**src/rtl/booth_arb_pkg.sv**
```systemverilog
// Shared definitions for the Booth multiplier arbiter slice.
// Contents: FSM state encodings, default sizing constants, Booth step
// op codes and the Booth recoding helper used by the datapath.
package booth_arb_pkg;

    localparam int DEF_NUM_REQ = 4;
    localparam int DEF_WIDTH   = 8;

    typedef enum logic [1:0] {
        ST_IDLE = 2'd0,
        ST_RUN  = 2'd1,
        ST_RESP = 2'd2
    } state_e;

    typedef enum logic [1:0] {
        OP_NOP = 2'd0,
        OP_ADD = 2'd1,
        OP_SUB = 2'd2
    } booth_op_e;

    // Radix-2 Booth recoding of the {Q0, Q_-1} bit pair.
    function automatic booth_op_e booth_decode(input logic q0, input logic q_m1);
        booth_op_e op;
        case ({q0, q_m1})
            2'b10:   op = OP_SUB;
            2'b01:   op = OP_ADD;
            default: op = OP_NOP;
        endcase
        return op;
    endfunction

endpackage

```
**src/rtl/booth_mult_arbiter_if.sv**
```systemverilog
// Request/response bus between ALU-side clients and the shared Booth
// multiplier arbiter.
// Signals: req_valid/req_ready (per requester), req_multiplier and
// req_multiplicand (packed per-requester slices), rsp_valid/rsp_ready,
// rsp_id (owning requester) and rsp_result (signed product).
// master = client side, slave = arbiter side.
interface booth_mult_arbiter_if #(
    parameter int NUM_REQ = 4,
    parameter int WIDTH   = 8,
    parameter int ID_W    = 2
) ();
    logic [NUM_REQ-1:0]       req_valid;
    logic [NUM_REQ-1:0]       req_ready;
    logic [NUM_REQ*WIDTH-1:0] req_multiplier;
    logic [NUM_REQ*WIDTH-1:0] req_multiplicand;
    logic                     rsp_valid;
    logic                     rsp_ready;
    logic [ID_W-1:0]          rsp_id;
    logic [2*WIDTH-1:0]       rsp_result;

    modport master (
        output req_valid, req_multiplier, req_multiplicand, rsp_ready,
        input  req_ready, rsp_valid, rsp_id, rsp_result
    );

    modport slave (
        input  req_valid, req_multiplier, req_multiplicand, rsp_ready,
        output req_ready, rsp_valid, rsp_id, rsp_result
    );
endinterface

```
**src/rtl/booth_step_dp.sv**
```systemverilog
// Sequential radix-2 Booth datapath: A (WIDTH+1), Q, Q_-1 and M registers.
// Ports: clk, reset (sync active-low), load (capture operands, clear A and
// Q_-1), step (apply one add/sub + arithmetic shift), multiplier,
// multiplicand, product.
// product is the low 2*WIDTH bits of {A,Q} as they will be after the step
// currently being applied, so the controller can register the final result
// on the same edge as the last step.
module booth_step_dp
    import booth_arb_pkg::*;
#(
    parameter int WIDTH = DEF_WIDTH
) (
    input  logic               clk,
    input  logic               reset,
    input  logic               load,
    input  logic               step,
    input  logic [WIDTH-1:0]   multiplier,
    input  logic [WIDTH-1:0]   multiplicand,
    output logic [2*WIDTH-1:0] product
);

    logic [WIDTH:0]   acc_r;
    logic [WIDTH-1:0] q_r;
    logic             q_m1_r;
    logic [WIDTH:0]   m_r;

    booth_op_e        op_s;
    logic [WIDTH:0]   sum_s;
    logic [WIDTH:0]   acc_sh_s;
    logic [WIDTH-1:0] q_sh_s;
    logic             q_m1_sh_s;

    // One Booth step: recode, add/sub into the widened accumulator.
    always_comb begin
        op_s = booth_decode(q_r[0], q_m1_r);
        case (op_s)
            OP_ADD:  sum_s = acc_r + m_r;
            OP_SUB:  sum_s = acc_r - m_r;
            OP_NOP:  sum_s = acc_r;
            default: sum_s = acc_r;
        endcase
    end

    // Arithmetic right shift of {A,Q,Q_-1}: duplicate the accumulator sign.
    assign {acc_sh_s, q_sh_s, q_m1_sh_s} = {sum_s[WIDTH], sum_s, q_r};
    assign product = {acc_sh_s[WIDTH-1:0], q_sh_s};

    // Datapath registers: clear, load operands, or advance one step.
    always_ff @(posedge clk) begin
        if (!reset) begin
            acc_r  <= '0;
            q_r    <= '0;
            q_m1_r <= 1'b0;
            m_r    <= '0;
        end else if (load) begin
            acc_r  <= '0;
            q_r    <= multiplier;
            q_m1_r <= 1'b0;
            m_r    <= {multiplicand[WIDTH-1], multiplicand};
        end else if (step) begin
            acc_r  <= acc_sh_s;
            q_r    <= q_sh_s;
            q_m1_r <= q_m1_sh_s;
        end else begin
            acc_r  <= acc_r;
            q_r    <= q_r;
            q_m1_r <= q_m1_r;
            m_r    <= m_r;
        end
    end

endmodule

```
**src/rtl/booth_mult_arbiter.sv**
```systemverilog
// Shares one sequential Booth multiplier among NUM_REQ requesters.
// Ports: clk, reset (sync active-low), bus (slave side of
// booth_mult_arbiter_if: round-robin valid/ready requests, single tagged
// response), busy (high while a job is running or its response is held).
// Holds the IDLE/RUN/RESP FSM, round-robin pointer, step counter and the
// response registers; the arithmetic lives in booth_step_dp.
module booth_mult_arbiter
    import booth_arb_pkg::*;
#(
    parameter int NUM_REQ = DEF_NUM_REQ,
    parameter int WIDTH   = DEF_WIDTH,
    parameter int ID_W    = $clog2(NUM_REQ)
) (
    input  logic                 clk,
    input  logic                 reset,
    booth_mult_arbiter_if.slave  bus,
    output logic                 busy
);

    localparam int CNT_W = $clog2(WIDTH + 1);

    state_e               state_r;
    state_e               state_next_s;
    logic [ID_W-1:0]      ptr_r;
    logic [CNT_W-1:0]     count_r;
    logic [ID_W-1:0]      job_id_r;
    logic                 rsp_valid_r;
    logic [ID_W-1:0]      rsp_id_r;
    logic [2*WIDTH-1:0]   rsp_result_r;
    logic                 busy_r;

    logic                 found_s;
    logic [ID_W-1:0]      win_s;
    logic [ID_W-1:0]      cand_s;
    logic [NUM_REQ-1:0]   grant_s;
    logic [NUM_REQ-1:0]   req_ready_s;
    logic                 load_s;
    logic                 step_s;
    logic                 done_s;
    logic [ID_W-1:0]      ptr_next_s;
    logic [2*WIDTH-1:0]   product_s;
    logic [WIDTH-1:0]     win_mplier_s;
    logic [WIDTH-1:0]     win_mcand_s;

    // Round-robin search starting at ptr_r; first valid requester wins.
    always_comb begin
        found_s = 1'b0;
        win_s   = '0;
        cand_s  = '0;
        grant_s = '0;
        for (int i = 0; i < NUM_REQ; i++) begin
            cand_s = ID_W'((int'(ptr_r) + i) % NUM_REQ);
            if (!found_s && bus.req_valid[cand_s]) begin
                found_s = 1'b1;
                win_s   = cand_s;
            end else begin
                found_s = found_s;
            end
        end
        if (found_s) begin
            grant_s[win_s] = 1'b1;
        end else begin
            grant_s = '0;
        end
        ptr_next_s   = ID_W'((int'(win_s) + 1) % NUM_REQ);
        win_mplier_s = bus.req_multiplier[win_s*WIDTH +: WIDTH];
        win_mcand_s  = bus.req_multiplicand[win_s*WIDTH +: WIDTH];
    end

    // FSM next state and datapath controls.
    always_comb begin
        state_next_s = state_r;
        load_s       = 1'b0;
        step_s       = 1'b0;
        done_s       = 1'b0;
        req_ready_s  = '0;
        case (state_r)
            ST_IDLE: begin
                req_ready_s = grant_s;
                if (found_s) begin
                    load_s       = 1'b1;
                    state_next_s = ST_RUN;
                end else begin
                    state_next_s = ST_IDLE;
                end
            end
            ST_RUN: begin
                step_s = 1'b1;
                if (count_r == CNT_W'(1)) begin
                    done_s       = 1'b1;
                    state_next_s = ST_RESP;
                end else begin
                    state_next_s = ST_RUN;
                end
            end
            ST_RESP: begin
                if (bus.rsp_ready) begin
                    state_next_s = ST_IDLE;
                end else begin
                    state_next_s = ST_RESP;
                end
            end
            default: begin
                state_next_s = ST_IDLE;
            end
        endcase
    end

    // FSM state register.
    always_ff @(posedge clk) begin
        if (!reset) begin
            state_r <= ST_IDLE;
        end else begin
            state_r <= state_next_s;
        end
    end

    // Pointer, step counter, job tag and response registers.
    always_ff @(posedge clk) begin
        if (!reset) begin
            ptr_r        <= '0;
            count_r      <= '0;
            job_id_r     <= '0;
            rsp_valid_r  <= 1'b0;
            rsp_id_r     <= '0;
            rsp_result_r <= '0;
            busy_r       <= 1'b0;
        end else begin
            busy_r <= (state_next_s != ST_IDLE);
            if (load_s) begin
                count_r  <= CNT_W'(WIDTH);
                job_id_r <= win_s;
                ptr_r    <= ptr_next_s;
            end else if (step_s) begin
                count_r  <= count_r - CNT_W'(1);
            end else begin
                count_r  <= count_r;
            end
            // Result/tag change only on completion so they persist after handshake.
            if (done_s) begin
                rsp_valid_r  <= 1'b1;
                rsp_id_r     <= job_id_r;
                rsp_result_r <= product_s;
            end else if ((state_r == ST_RESP) && bus.rsp_ready) begin
                rsp_valid_r  <= 1'b0;
            end else begin
                rsp_valid_r  <= rsp_valid_r;
            end
        end
    end

    booth_step_dp #(.WIDTH(WIDTH)) u_dp (
        .clk          (clk),
        .reset        (reset),
        .load         (load_s),
        .step         (step_s),
        .multiplier   (win_mplier_s),
        .multiplicand (win_mcand_s),
        .product      (product_s)
    );

    assign bus.req_ready  = req_ready_s;
    assign bus.rsp_valid  = rsp_valid_r;
    assign bus.rsp_id     = rsp_id_r;
    assign bus.rsp_result = rsp_result_r;
    assign busy           = busy_r;

endmodule

```
**src/flat_wrapper.sv**
```systemverilog
// flat-port wrapper written by rule: the top's interface ports become plain ports
module booth_mult_arbiter_flat import booth_arb_pkg::*;
#(
    parameter int NUM_REQ = DEF_NUM_REQ,
    parameter int WIDTH   = DEF_WIDTH,
    parameter int ID_W    = $clog2(NUM_REQ)
)
  (clk, reset, busy, bus_req_valid, bus_req_multiplier, bus_req_multiplicand, bus_rsp_ready, bus_req_ready, bus_rsp_valid, bus_rsp_id, bus_rsp_result);
  booth_mult_arbiter_if #(.NUM_REQ(NUM_REQ), .WIDTH(WIDTH), .ID_W(ID_W)) bus_i ();
  input  logic clk;
  input  logic reset;
  output logic busy;
  input wire logic [$bits(bus_i.req_valid)-1:0] bus_req_valid;
  input wire logic [$bits(bus_i.req_multiplier)-1:0] bus_req_multiplier;
  input wire logic [$bits(bus_i.req_multiplicand)-1:0] bus_req_multiplicand;
  input wire logic [$bits(bus_i.rsp_ready)-1:0] bus_rsp_ready;
  output wire logic [$bits(bus_i.req_ready)-1:0] bus_req_ready;
  output wire logic [$bits(bus_i.rsp_valid)-1:0] bus_rsp_valid;
  output wire logic [$bits(bus_i.rsp_id)-1:0] bus_rsp_id;
  output wire logic [$bits(bus_i.rsp_result)-1:0] bus_rsp_result;
  assign bus_i.req_valid = bus_req_valid;
  assign bus_i.req_multiplier = bus_req_multiplier;
  assign bus_i.req_multiplicand = bus_req_multiplicand;
  assign bus_i.rsp_ready = bus_rsp_ready;
  assign bus_req_ready = bus_i.req_ready;
  assign bus_rsp_valid = bus_i.rsp_valid;
  assign bus_rsp_id = bus_i.rsp_id;
  assign bus_rsp_result = bus_i.rsp_result;
  booth_mult_arbiter #(.NUM_REQ(NUM_REQ), .WIDTH(WIDTH), .ID_W(ID_W)) u_core (.clk(clk), .reset(reset), .bus(bus_i), .busy(busy));
endmodule
```
**config.mk**
```make
export PLATFORM = sky130hd
export DESIGN_NAME = booth_mult_arbiter_flat
export DESIGN_NICKNAME = d
export VERILOG_FILES = /design/src/rtl/booth_arb_pkg.sv /design/src/rtl/booth_mult_arbiter_if.sv /design/src/rtl/booth_step_dp.sv /design/src/rtl/booth_mult_arbiter.sv /design/src/flat_wrapper.sv
export SDC_FILE = /design/constraint.sdc
export NUM_CORES = 1
export LEC_CHECK = 0
export BUFFER_PORTS_ARGS = -buffer_cell sky130_fd_sc_hd__buf_2
export CORE_MARGIN = 10
export CORE_UTILIZATION = 56
export DETAILED_ROUTE_END_ITERATION = 8
export PLACE_DENSITY_LB_ADDON = 0.05
export SYNTH_ARGS = -nofsm -noshare
export SYNTH_HDL_FRONTEND = slang
export SYNTH_SLANG_ARGS = --single-unit
export TNS_END_PERCENT = 50
```
**constraint.sdc**
```tcl
create_clock -name clk -period 4.87 [get_ports clk]
set_clock_uncertainty 0.15 [all_clocks]
set_input_delay 0.2435 -clock clk [delete_from_list [all_inputs] [get_ports clk]]
set_output_delay 0.2435 -clock clk [all_outputs]
set_load 0.005 [all_outputs]
```
==> results.md <==
- Status: complete, no violations
- DRT iter0 DRCs: 147
- Routed Antenna Nets: 0
- CP arrival: 3140 ps
- Crit-path max FO: 8
- WL/cell: 14.9 µm
- Initial Util: 58.1%
- Post-CTS sizing: 0
- IO Port Bufs: 94
- HP Class: input port to register
- Pre-CTS setup slack: 1830 ps
- Share of flip-flops with an asynchronous set or reset: 0%
- Fin nets: 564
- Root buf cell: clkbuf_8
- Kind of critical path: register to register
- Clock-pin slew on the worst setup and hold paths: 110 ps
- Die Height: 95.6 µm
- Crit share post-route: 62.4%
- Share of layout cells above drive strength 1: 23.1%
- Initial DRT Pass Iterations: 4
- Setup TNS: 0 ps
- Synth top area share: 34.4%
- Critical-path cell list: ha_1 > mux2i_1 > fa_1 > a211oi_1 > nor3_1 > or3_1 > a21o_1 > or3_1 > a21oi_1
- First-pass GRT wire length: 13.6 mm
- Clk_lat worst skew: 320 ps
- Core area: 5510 µm²
- Post-route DRC: 0
- Synth area leader: dfxtp_1
- H-Tree Depth: 2
- Final antenna diode count: 0
- Seq/Total Area, Yosys: 34.4%
- Count of cell types in the netlist: 37
- Area growth, synth to finish: 18.5%
- Clock sinks: 55
- Rel. slew slack: 25.8%
- Slew Viols, Final: 0
- Worst path slowest cell: fa_1
- Cell family with most CP delay: adder cells
- Worst-case clock buffer depth: 2
- Worst setup margin: 1830 ps
- Vias: 3022
- Synth Flop Type: dfxtp_1
- Post-synth EDFFs: 0
- Synth top area cells: dfxtp_1 (34%), mux2i_1 (11%), nand2_1 (7.0%), ha_1 (6.3%), a21oi_1 (5.6%)
- I/O pin total: 95
- Site Rows: 27
- Syn. warnings: 0
- Buf/Inv on CP: 0
- Pwr Total: 0.00132 W
- CP startpoint kind: register
- # Post-CTS Setup Buffers: 0
- DIE AREA: 9130 µm²
- Vias per cell: 5.50
- DP HPWL: 6.25 mm
- Max Fclk: 0.329 GHz
- DIE WIDTH: 95.6 µm
- Final min period: 3040 ps
- Leakage Power: 1.64 nW
- Syn Inst Count: 396
- Hold_buf cts: 0
- Pin count of the biggest net entering global routing: 36
- Gpl congestion: 0.918
- All-Layer GR Usage: 17.9%
- RSZ-0062 raised after global routing: false
- Synthesized area: 3200 µm²
- CTS buffer count: 5
- Syn nets: 484
- Max_cap viols: 0
- Critical Path RT: 4970 ps
- CTS tree: done
- Final setup vio count: 0
- Slowest cell delay on critical path: 470 ps
- Final Hold Viols: 0
- CP endpoint kind: register
- Vias in the first global route: 2971
- Pwr/cell area: 349 nW/µm²
- Avg Inst Size Synth: 8.07 µm²
- Worst VDD drop: 0.000177 V
- Most frequent CP cell: or3_1
- Synth Register Bits: 55
- Routed WL: 8.15 mm
- Worst-Margin Slew: 1110 ps
- Total gr overflow: 0
- Initial antenna violation count: 0
stage by stage:
step | instance area (µm²) | util, % | hold WS (ps) | instances
floorplan | 3200 | - | 282 | 396
global placement | 3690 | 67.0 | 291 | 541
detailed placement | 3690 | 67.0 | 294 | 541
CTS | 3790 | 68.8 | 49.6 | 549
global route | 3790 | 68.8 | 65.0 | 549
finish | 3790 | 68.8 | 47.0 | 549
power by group:
group,switching [W],leakage (nW),internal (W)
clock network,0.000167,0.0467,0.000107
registers,0.0000405,0.449,0.000488
logic,0.000280,1.14,0.000240
total,0.000487,1.64,0.000835
cell usage after synthesis, types with 4 or more instances:
cell type,instances
o21a_1,4
and2_1,4
nor3_1,10
xor2_1,4
nand2_1,60
o21ai_0,22
dfxtp_1,55
xnor2_1,9
a31oi_1,5
nor2_1,29
ha_1,16
a21oi_1,36
nand3_1,12
a211oi_1,9
inv_1,15
mux2i_1,35
clkbuf_1,21
o221ai_1,15
flip-flops by register name (all words and copies together), names as in the netlist:
register	cells
u_core.bus.rsp_valid	1
u_core.ptr_r	2
u_core.u_dp.m_r	8
u_core.job_id_r	2
u_core.count_r	4
u_core.busy	1
u_core.u_dp.q_r	8
u_core.bus.rsp_result	16
u_core.u_dp.q_m1_r	1
u_core.bus.rsp_id	2
u_core.state_r	2
u_core.u_dp.acc_r	8
logic make-up (layout without fill, tap and decap cells):
| logic type | Yosys count | after routing | synth area share (%) |
|---|---|---|---|
| simple gates | 132 | 132 | 18.7 |
| compound gates | 104 | 104 | 20.4 |
| flops | 55 | 55 | 34.4 |
| buf+inv | 39 | 120 | 4.70 |
| mux | 36 | 36 | 11.3 |
| fa+ha+maj | 17 | 17 | 6.89 |
| xor+xnor | 13 | 13 | 3.56 |
worst register-to-register path: cells and delay by family, from the launching register on:
kind                       cells  cell delay [ps]
adders and majority gates      2              800
and+or+nand+nor                3              790
AOI/OAI and AO/OA              3              660
DFF                            1              370
muxes                          1              200
final timing paths:
kind,startpoint,endpoint,slack [ps],depth (start not counted)
setup / recovery,u_core.u_dp.q_r[0],u_core.u_dp.acc_r[7],1830,9
hold / removal,bus_rsp_ready,u_core.bus.rsp_valid,50,4
setup reg to reg,u_core.u_dp.q_r[0],u_core.u_dp.acc_r[7],1830,9
hold reg to reg,u_core.bus.rsp_result[5],u_core.bus.rsp_result[5],310,2
layer usage:
layer | wire length [µm] | vias to the layer above | global-route usage, %
li1 | - | 1566 | -
met1 | 3860 | 1347 | 24.4
met2 | 3510 | 103 | 27.3
met3 | 712 | 6 | 5.18
met4 | 68 | 0 | 4.30
met5 | 0 | - | 0
layout make-up:
cell class | instances | area, µm²
Timing Repair Buffer | 97 | 493
Clock buffer | 5 | 68.8
Clock inverter | 3 | 27.5
Fill cell | 465 | 1720
Sequential cell | 55 | 1100
Tap cell | 72 | 90.1
Multi-Input combinational cell | 302 | 1950
Inverter | 15 | 56.3
placed cells by master (no fill, tap or decap), types with 2 or more instances in the layout:
cell / n
buf_2: 94
nand2_1: 60
dfxtp_1: 55
a21oi_1: 36
mux2i_1: 35
nor2_1: 29
o21ai_0: 22
ha_1: 16
inv_1: 15
o221ai_1: 15
nand3_1: 12
nor3_1: 10
xnor2_1: 9
a211oi_1: 9
a31oi_1: 5
clkbuf_8: 5
o21a_1: 4
and2_1: 4
xor2_1: 4
a21o_1: 3
nor4_1: 3
or3_1: 3
o211ai_1: 3
nor2b_1: 3
buf_4: 3
o22ai_1: 2
nand2b_1: 2
or3b_2: 2
a221oi_1: 2
Power figures use the tool's default switching activity.
